`src/rtl/mcpu_pkg.sv`:
```
// Shared definitions for the multi-cycle CPU core: opcodes, R-type functs,
// FSM state encoding and ALU operation encoding.
package mcpu_pkg;

    localparam logic [3:0] OP_RTYPE = 4'd0;
    localparam logic [3:0] OP_ADDI  = 4'd1;
    localparam logic [3:0] OP_LW    = 4'd2;
    localparam logic [3:0] OP_SW    = 4'd3;
    localparam logic [3:0] OP_BEQ   = 4'd4;
    localparam logic [3:0] OP_J     = 4'd5;
    localparam logic [3:0] OP_HALT  = 4'd15;

    localparam logic [3:0] FN_ADD = 4'd0;
    localparam logic [3:0] FN_SUB = 4'd1;
    localparam logic [3:0] FN_AND = 4'd2;
    localparam logic [3:0] FN_OR  = 4'd3;
    localparam logic [3:0] FN_SLT = 4'd4;

    typedef enum logic [2:0] {
        S_FETCH, S_DECODE, S_EXEC, S_MEM, S_WB, S_HALT
    } state_t;

    typedef enum logic [2:0] {
        ALU_ADD, ALU_SUB, ALU_AND, ALU_OR, ALU_SLT, ALU_ZERO
    } alu_op_t;

    // Unknown functs map to ALU_ZERO so the write-back still happens with 0.
    function automatic alu_op_t funct_alu_op(input logic [3:0] funct);
        case (funct)
            FN_ADD:  return ALU_ADD;
            FN_SUB:  return ALU_SUB;
            FN_AND:  return ALU_AND;
            FN_OR:   return ALU_OR;
            FN_SLT:  return ALU_SLT;
            default: return ALU_ZERO;
        endcase
    endfunction

    function automatic logic op_is_legal(input logic [3:0] op);
        return (op <= OP_J) || (op == OP_HALT);
    endfunction

endpackage

```
`src/rtl/mcpu_mem_if.sv`:
```
// Unified instruction/data memory port with a req/ack handshake.
interface mcpu_mem_if #(
    parameter int DATA_W = 24,
    parameter int ADDR_W = 16
);
    logic              mem_req;
    logic              mem_we;
    logic [ADDR_W-1:0] mem_addr;
    logic [DATA_W-1:0] mem_wdata;
    logic [DATA_W-1:0] mem_rdata;
    logic              mem_ack;

    modport master (
        output mem_req, mem_we, mem_addr, mem_wdata,
        input  mem_rdata, mem_ack
    );

    modport slave (
        input  mem_req, mem_we, mem_addr, mem_wdata,
        output mem_rdata, mem_ack
    );
endinterface

```
`src/rtl/mcpu_regfile.sv`:
```
// Register file: two async read ports, one sync write port, R0 hardwired to 0.
module mcpu_regfile #(
    parameter int DATA_W = 24,
    parameter int REGA_W = 2
) (
    input  logic              clk,
    input  logic              rst,
    input  logic [REGA_W-1:0] ra1,
    input  logic [REGA_W-1:0] ra2,
    output logic [DATA_W-1:0] rd1,
    output logic [DATA_W-1:0] rd2,
    input  logic              we,
    input  logic [REGA_W-1:0] wa,
    input  logic [DATA_W-1:0] wd
);
    localparam int NREGS = 2 ** REGA_W;

    logic [DATA_W-1:0] regs [NREGS];

    always_ff @(posedge clk or posedge rst) begin
        if (rst) begin
            for (int i = 0; i < NREGS; i++) regs[i] <= '0;
        end else if (we && (wa != '0)) begin
            regs[wa] <= wd;
        end
    end

    assign rd1 = (ra1 == '0) ? '0 : regs[ra1];
    assign rd2 = (ra2 == '0) ? '0 : regs[ra2];
endmodule

```
`src/rtl/multicycle_cpu_core.sv`:
```
// Multi-cycle CPU core: FSM-sequenced datapath sharing one req/ack memory port.
// Define MCPU_TRAP_EN to halt with trap=1 on illegal opcodes (else they are NOPs).
module multicycle_cpu_core
    import mcpu_pkg::*;
#(
    parameter int                DATA_W   = 24,
    parameter int                REGA_W   = 2,
    parameter int                ADDR_W   = 16,
    parameter logic [ADDR_W-1:0] RESET_PC = '0
) (
    input  logic              clk,
    input  logic              rst,
    mcpu_mem_if.master        mem,
    output logic              halted,
    output logic              trap,
    output logic [ADDR_W-1:0] pc_dbg
);
    localparam int RS_LSB = DATA_W - 4 - REGA_W;
    localparam int RT_LSB = RS_LSB - REGA_W;
    localparam int RD_LSB = RT_LSB - REGA_W;

    state_t                   state, state_n;
    logic [ADDR_W-1:0]        pc;
    logic [DATA_W-1:0]        ir;
    logic signed [DATA_W-1:0] a_q, b_q, aluout, mdr;

    logic [3:0]               op, funct;
    logic [REGA_W-1:0]        rs, rt, rd;
    logic signed [DATA_W-1:0] imm_sext;

    assign op       = ir[DATA_W-1 -: 4];
    assign rs       = ir[RS_LSB +: REGA_W];
    assign rt       = ir[RT_LSB +: REGA_W];
    assign rd       = ir[RD_LSB +: REGA_W];
    assign funct    = ir[3:0];
    assign imm_sext = {{(DATA_W-16){ir[15]}}, ir[15:0]};

    function automatic logic signed [DATA_W-1:0] alu_fn(
        input alu_op_t f, input logic signed [DATA_W-1:0] x, input logic signed [DATA_W-1:0] y);
        case (f)
            ALU_ADD: return x + y;
            ALU_SUB: return x - y;
            ALU_AND: return x & y;
            ALU_OR:  return x | y;
            ALU_SLT: return {{(DATA_W-1){1'b0}}, (x < y)};
            default: return '0;
        endcase
    endfunction

    // Register file
    logic [DATA_W-1:0] rf_rd1, rf_rd2, rf_wd;
    logic [REGA_W-1:0] rf_wa;
    logic              rf_we;

    mcpu_regfile #(.DATA_W(DATA_W), .REGA_W(REGA_W)) u_rf (
        .clk (clk),   .rst (rst),
        .ra1 (rs),    .ra2 (rt),
        .rd1 (rf_rd1), .rd2 (rf_rd2),
        .we  (rf_we), .wa  (rf_wa), .wd (rf_wd)
    );

    assign rf_we = (state == S_WB);
    assign rf_wa = (op == OP_RTYPE) ? rd : rt;
    assign rf_wd = (op == OP_LW) ? mdr : aluout;

    // ALU: R-type uses B and funct, everything else is A + sext(imm)
    alu_op_t                  alu_op;
    logic signed [DATA_W-1:0] alu_b, alu_y;

    always_comb begin
        alu_op = ALU_ADD;
        alu_b  = imm_sext;
        if (op == OP_RTYPE) begin
            alu_op = funct_alu_op(funct);
            alu_b  = b_q;
        end
        alu_y = alu_fn(alu_op, a_q, alu_b);
    end

    // Next-state logic
    always_comb begin
        state_n = state;
        case (state)
            S_FETCH:  if (mem.mem_ack) state_n = S_DECODE;
            S_DECODE: begin
                if (op == OP_HALT) begin
                    state_n = S_HALT;
                end else if (!op_is_legal(op)) begin
`ifdef MCPU_TRAP_EN
                    state_n = S_HALT;
`else
                    state_n = S_FETCH;
`endif
                end else begin
                    state_n = S_EXEC;
                end
            end
            S_EXEC: begin
                case (op)
                    OP_LW, OP_SW:      state_n = S_MEM;
                    OP_RTYPE, OP_ADDI: state_n = S_WB;
                    default:           state_n = S_FETCH;
                endcase
            end
            S_MEM:    if (mem.mem_ack) state_n = (op == OP_LW) ? S_WB : S_FETCH;
            S_WB:     state_n = S_FETCH;
            default:  state_n = S_HALT;
        endcase
    end

    // Control state: FSM, PC, IR
    always_ff @(posedge clk or posedge rst) begin
        if (rst) begin
            state <= S_FETCH;
            pc    <= RESET_PC;
            ir    <= '0;
        end else begin
            state <= state_n;
            if (state == S_FETCH && mem.mem_ack) begin
                ir <= mem.mem_rdata;
                pc <= pc + ADDR_W'(1);
            end else if (state == S_EXEC) begin
                if (op == OP_BEQ && a_q == b_q) pc <= pc + imm_sext[ADDR_W-1:0];
                else if (op == OP_J)            pc <= ir[ADDR_W-1:0];
            end
        end
    end

    // Datapath latches: only consumed in the states that follow their load
    always_ff @(posedge clk) begin
        case (state)
            S_DECODE: begin
                a_q <= rf_rd1;
                b_q <= rf_rd2;
            end
            S_EXEC:   aluout <= alu_y;
            S_MEM:    if (mem.mem_ack && op == OP_LW) mdr <= mem.mem_rdata;
            default:  ;
        endcase
    end

`ifdef MCPU_TRAP_EN
    logic trap_q;
    always_ff @(posedge clk or posedge rst) begin
        if (rst)                                         trap_q <= 1'b0;
        else if (state == S_DECODE && !op_is_legal(op)) trap_q <= 1'b1;
    end
    assign trap = trap_q;
`else
    assign trap = 1'b0;
`endif

    // Memory port is decoded from state so it is stable for the whole request
    logic store_cyc;
    assign store_cyc     = !rst && (state == S_MEM) && (op == OP_SW);
    assign mem.mem_req   = !rst && (state == S_FETCH || state == S_MEM);
    assign mem.mem_we    = store_cyc;
    assign mem.mem_wdata = store_cyc ? b_q : '0;
    assign mem.mem_addr  = rst ? '0 : (state == S_FETCH) ? pc : aluout[ADDR_W-1:0];

    assign halted = (state == S_HALT);
    assign pc_dbg = pc;
endmodule
```
`src/flat_wrapper.sv`:
```
// flat-port wrapper written by rule: the top's interface ports become plain ports
module multicycle_cpu_core_flat import mcpu_pkg::*;
#(
    parameter int                DATA_W   = 24,
    parameter int                REGA_W   = 2,
    parameter int                ADDR_W   = 16,
    parameter logic [ADDR_W-1:0] RESET_PC = '0
)
  (clk, rst, halted, trap, pc_dbg, mem_mem_req, mem_mem_we, mem_mem_addr, mem_mem_wdata, mem_mem_rdata, mem_mem_ack);
  mcpu_mem_if #(.DATA_W(DATA_W), .ADDR_W(ADDR_W)) mem_i ();
  input  logic clk;
  input  logic rst;
  output logic halted;
  output logic trap;
  output logic [ADDR_W-1:0] pc_dbg;
  output wire logic [$bits(mem_i.mem_req)-1:0] mem_mem_req;
  output wire logic [$bits(mem_i.mem_we)-1:0] mem_mem_we;
  output wire logic [$bits(mem_i.mem_addr)-1:0] mem_mem_addr;
  output wire logic [$bits(mem_i.mem_wdata)-1:0] mem_mem_wdata;
  input wire logic [$bits(mem_i.mem_rdata)-1:0] mem_mem_rdata;
  input wire logic [$bits(mem_i.mem_ack)-1:0] mem_mem_ack;
  assign mem_mem_req = mem_i.mem_req;
  assign mem_mem_we = mem_i.mem_we;
  assign mem_mem_addr = mem_i.mem_addr;
  assign mem_mem_wdata = mem_i.mem_wdata;
  assign mem_i.mem_rdata = mem_mem_rdata;
  assign mem_i.mem_ack = mem_mem_ack;
  multicycle_cpu_core #(.DATA_W(DATA_W), .REGA_W(REGA_W), .ADDR_W(ADDR_W), .RESET_PC(RESET_PC)) u_core (.clk(clk), .rst(rst), .mem(mem_i), .halted(halted), .trap(trap), .pc_dbg(pc_dbg));
endmodule
```
`config.mk`:
```
export PLATFORM = sky130hd
export DESIGN_NAME = multicycle_cpu_core_flat
export DESIGN_NICKNAME = d
export VERILOG_FILES = /design/src/rtl/mcpu_pkg.sv /design/src/rtl/mcpu_mem_if.sv /design/src/rtl/mcpu_regfile.sv /design/src/rtl/multicycle_cpu_core.sv /design/src/flat_wrapper.sv
export SDC_FILE = /design/constraint.sdc
export NUM_CORES = 1
export LEC_CHECK = 0
export ABC_CLOCK_PERIOD_IN_PS = 10270
export CAP_MARGIN = 10
export CORE_ASPECT_RATIO = 1.4
export CORE_UTILIZATION = 65
export CTS_CLUSTER_DIAMETER = 200
export CTS_CLUSTER_SIZE = 14
export DETAILED_ROUTE_END_ITERATION = 8
export PLACE_DENSITY = 0.93
export SYNTH_ARGS = -nofsm -noshare
export SYNTH_HDL_FRONTEND = slang
export SYNTH_HIERARCHICAL = 1
export SYNTH_SLANG_ARGS = --single-unit
```
`constraint.sdc`:
```
create_clock -name clk -period 10.27 [get_ports clk]
set_input_delay 2.054 -clock clk [delete_from_list [all_inputs] [get_ports clk]]
set_output_delay 2.054 -clock clk [all_outputs]
set_load 0.02 [all_outputs]
```
Word level (Yosys, flattened, before mapping)
Cells that the tools add are included.

storage, ports and cells
  input port bits = 27
  word-level logic and storage cells = 102
  flip-flop bits (word level) = 235

operators by class
  multiplexer cells = 29
  bitwise logic cells = 5
  reduce and logical (&&, ||, !) cells = 25
  $lt $le $gt $ge = 6
  equality and inequality tests = 22
  add/subtract/negate cells = 4

operators with widths
  cell                                                      count
  2-to-1 mux 24 bit                                         8
  one-hot mux 24 bit (5 select lines)                       1
  binary-select mux 24 bit (select 2 bit)                   2
  bitwise mux 96 bit                                        1
  2-to-1 mux 16 bit                                         6
  demux 24 bit (select 2 bit)                               1
  one-hot mux 3 bit (5 select lines)                        2
  adder 24 bit                                              1
  bitwise AND 24 bit                                        1
  == test 24 bit                                            1
  less-than comparator 24 bit                               1
  OR 24 bit                                                 1
  subtractor 24 bit                                         1
  adder 16 x 1 -> 16 bit, second input constant             1
  adder 16 bit                                              1
  == test 4 x 2 -> 1 bit, second input constant             4
  2-to-1 mux 3 bit                                          5
  == test 3 x 2 -> 1 bit, second input constant             4
  == test 4 x 3 -> 1 bit, second input constant             3
  == test 3 bit, second input constant                      3
  greater-or-equal comparator 3 bit, second input constant  3
  NOT 2 -> 3 bit                                            3
  == test 4 x 1 -> 1 bit, second input constant             2
  logical AND 1 bit                                         8
  other kinds (16)                                          27

Depth between registers and ports, before layout
  word-level depth = 8
  gate-level depth with buffers = 19
  depth with buffers taken out = 14

Modules after synthesis
The synthesis kept the hierarchy.

modules (own cells, without submodules)
  module               times used  cells an instance  area an instance (um^2)
  multicycle_cpu_core  1           1,161              10,407.5
  mcpu_regfile         1           270                3,758.6

Worst setup path before layout
No wires, ideal clock.

  kind = input-to-output
  start = in rst
  end = out mem_mem_wdata[14]
  required time = 8.216 ns
  stages on the path = 6
  data arrival time = 4.227 ns
  setup slack = 3.989 ns
  cell sequence = clkbuf_1 -> inv_1 -> nand4_1 -> nor2_1 -> clkbuf_1 -> and2_1

between the ends
  cells in the longest elaborated chain, start to end = 4

ends and longest elaborated chain
  what                                RTL line                    RTL
  from (decl)                         flat_wrapper.sv:12          input logic rst;
  logical NOT 1 bit (no source line)  n/a
  logical AND 1 bit (2 in series)     multicycle_cpu_core.sv:155  assign store_cyc = !rst && (state == S_MEM) && (op == OP_SW);
  net mem_mem_we                      flat_wrapper.sv:17          output wire logic [$bits(mem_i.mem_we)-1:0] mem_mem_we;
  2-to-1 mux 24 bit                   multicycle_cpu_core.sv:158  assign mem.mem_wdata = store_cyc ? b_q : '0;
  to (decl)                           flat_wrapper.sv:19          output wire logic [$bits(mem_i.mem_wdata)-1:0] mem_mem_wdata;

The timed path passes the listed nets, and every way through them passes these cells.

Worst setup path after layout
  start = in rst
  end = out mem_mem_wdata[19]

between the ends
  cells in the longest elaborated chain, start to end = 4

ends and longest elaborated chain
  what                                RTL line
  logical NOT 1 bit (no source line)  n/a
  logical AND 1 bit (2 in series)     multicycle_cpu_core.sv:155
  2-to-1 mux 24 bit                   multicycle_cpu_core.sv:158

No other way between the ends.

==> metrics.txt <==
Final Setup Violations 0; RSZ-0062 raised after global routing false; Worst Reg2Reg Path Length in Cells 14; setup bufs post-CTS 0; critical path launch point type input pin; fmax roughly 140 MHz; Die Area 22400 µm²; die width 126.8 µm; Setup Crit Path Kind in2out; Routed Antenna Nets 0; GRT Resource Usage Total about two fifths; final period utilization between 70% and 80%; antenna violations before repair 0; Starting Density between 60 and 70%; top_reg_cell synth dfrtp_1; share of Yosys cell area claimed by the top area cell type 20.35%; DRC Markers 0; Resize count post-CTS 0; Synth area leaders edfxtp_1 (20%), dfrtp_1 (20%), mux2_2 (13%); Total Nets Final 1595; number of global-route vias before repair ~12000; DRT Wirelength between 40000 and 50000 µm; GRT overflow 0; r2r endpoint u_core/aluout[18]; syn nets roughly 1500; hold violation total from the final report 0; root buf cell clkbuf_16; Core Box Area about 21000 µm²; CP max stage cell nor2_2; Initial DRC Count ~1400; DIE HEIGHT around 180 µm; CP Cell Sequence clkdlybuf4s50_1 -> inv_2 -> nand4_1 -> nor2_2 -> and2_1 -> clkdlybuf4s50_1; post-DP HPWL 29540 µm; Skew-Pair Late Insertion Delay 0.50 ns; n_diodes 0; Layout Cell Area excl Fill 15720 µm²; FF-to-FF setup slack 5.07 ns; Mapped Cells between 1000 and 1500; vias per cell approximately 7.0; maximum fanout along the worst path 25; register bit total from synthesis roughly 210; clock sink total ~210; Worst Path Required 8.22 ns; Setup TNS 0 ns; GP Congestion 0.9937; most frequent cell after synthesis nand2_1; First-pass DRT Iterations 6; critical path arrival a little over 5 ns; sequential area share after synthesis around two fifths; Max Slew Vio Count 0; vias post-DR roughly 12000; Crit path top cell by count clkdlybuf4s50_1; hold_buf cts 0; Critical Path End Type primary output; clock buffer depth 3; relative slew slack between 15 and 20%; layout cells sized above 1 15.37%; Max-Cap Viols 0; count of input and output buffers 85; synth unique cells just under 80; worst slew pin tran between 1 and 1.5 ns; hold depth 1; HP Class reg2reg; yosys warns 6; Hold Crit Start u_core/u_rf/regs[1]; DP Area around 15000 µm²; asr flop ratio synth between 50% and 60%; I/O pins 87; Synth Area per Inst approximately 9.9 µm²; total CTS buffers 19; pin count of the biggest net entering global routing 73; fin crit period ~7 ns; post-synth top area cell edfxtp_1; Layout Area Growth over Synthesis 10.95%; Reg-to-Reg Start u_core/ir[20]; # H-tree levels 1; Hold Path End u_core/u_rf/regs[1]; row count 63; EDFF count, synth 96; CTS clock-pin slew for the worst setup and hold paths 0.07 ns; CTS tree yes; global-route wire length before repair roughly 66000 µm; post-DR wirelength/cell roughly 25 µm; commonest cells in the netlist nand2_1 (187), mux2_2 (160), dfrtp_1 (115); status complete, no violations; Clock Skews around 0.021 ns; Cell Area, Synth approximately 14000 µm²; crit-path max cell delay 1.00 ns
cell type report:
| cell class | instances | area, µm² |
|---|---|---|
| multi-input combinational | 1063 | 7796 |
| sequential | 211 | 5761 |
| fill | 1459 | 5565 |
| timing repair buffer | 104 | 993.5 |
| clock buffer | 32 | 524.3 |
| tap | 260 | 325.3 |
| inverter | 78 | 292.8 |
| clock inverter | 2 | 25.02 |
sequential cells by signal, summed over array words and instances (netlist names):
signal,flops
u_core/mdr,24
u_core/a_q,24
u_core/state,3
u_core/b_q,24
u_core/ir,24
u_core/u_rf/regs,72
u_core/aluout,24
u_core/pc_dbg,16
cells by family (layout without fill, tap and decap cells):
group / count (synthesis) / after routing / synth area share (%)
AO/OA/AOI/OAI: 338 / 338 / 16.98
XOR/XNOR: 41 / 41 / 2.535
multiplexers: 163 / 163 / 12.93
buffers and inverters: 157 / 216 / 4.531
flip-flops: 211 / 211 / 40.66
AND/OR/NAND/NOR: 429 / 429 / 14.13
adder cells (fa/ha/maj): 91 / 91 / 8.196
other: 1 / 1 / 0.02647
critical path: cells and delay by family:
kind	cells	cell delay, ns
and+or+nand+nor	3	1.42
buffers and inverters	3	1.66
worst max path at each step:
stage	end	start	slack (ns)	cells past startpoint
floorplan	mem_mem_wdata[14]	rst	3.99	6
global placement	mem_mem_wdata[17]	rst	3.31	6
detailed placement	mem_mem_wdata[19]	rst	3.16	6
CTS	mem_mem_wdata[19]	rst	3.13	6
global route	mem_mem_wdata[19]	rst	2.93	6
finish	mem_mem_wdata[19]	rst	3.07	6
cell usage in the layout (no fill, tap or decap), types with 6 or more instances in the layout:
cell / count
a21oi_1: 88
nor2b_1: 14
a31oi_1: 13
o21ai_1: 18
a211oi_1: 13
nand2_1: 187
or3_1: 6
buf_4: 19
nand4_1: 11
and2_1: 29
xor2_1: 15
nor4_1: 7
o21ai_0: 24
nand3_1: 19
edfxtp_1: 96
xnor2_1: 26
a221o_1: 13
dfrtp_1: 115
clkbuf_1: 13
o221ai_1: 12
nor3_1: 26
o211ai_1: 16
clkdlybuf4s50_1: 85
nand2b_1: 13
o21a_1: 7
clkbuf_16: 19
a22o_1: 49
and3_1: 9
o21bai_1: 11
ha_1: 88
nor2_1: 78
a21o_1: 17
inv_1: 73
mux2_2: 160
per-stage QoR:
stage | cells | hold slack (ns) | util [%] | setup WS (ns)
floorplan | 1431 | 0.4403 | - | 3.989
global placement | 1716 | 0.4983 | 71.27 | 3.315
detailed placement | 1716 | 0.5129 | 71.27 | 3.157
CTS | 1750 | 0.5282 | 73.85 | 3.134
global route | 1750 | 0.5363 | 73.85 | 2.926
finish | 1750 | 0.5297 | 73.85 | 3.072
layer usage:
layer | vias up | GRT usage [%] | share of wire, %
met5 | - | 0 | 0
met4 | 0 | 26.69 | 7.2
met3 | 221 | 5.109 | 9.2
met2 | 821 | 65.42 | 48
met1 | 5898 | 46.36 | 36
li1 | 5285 | - | -
Power is not shown: default switching activity piles up to over one toggle a cycle in this logic, so the estimate is an artifact.
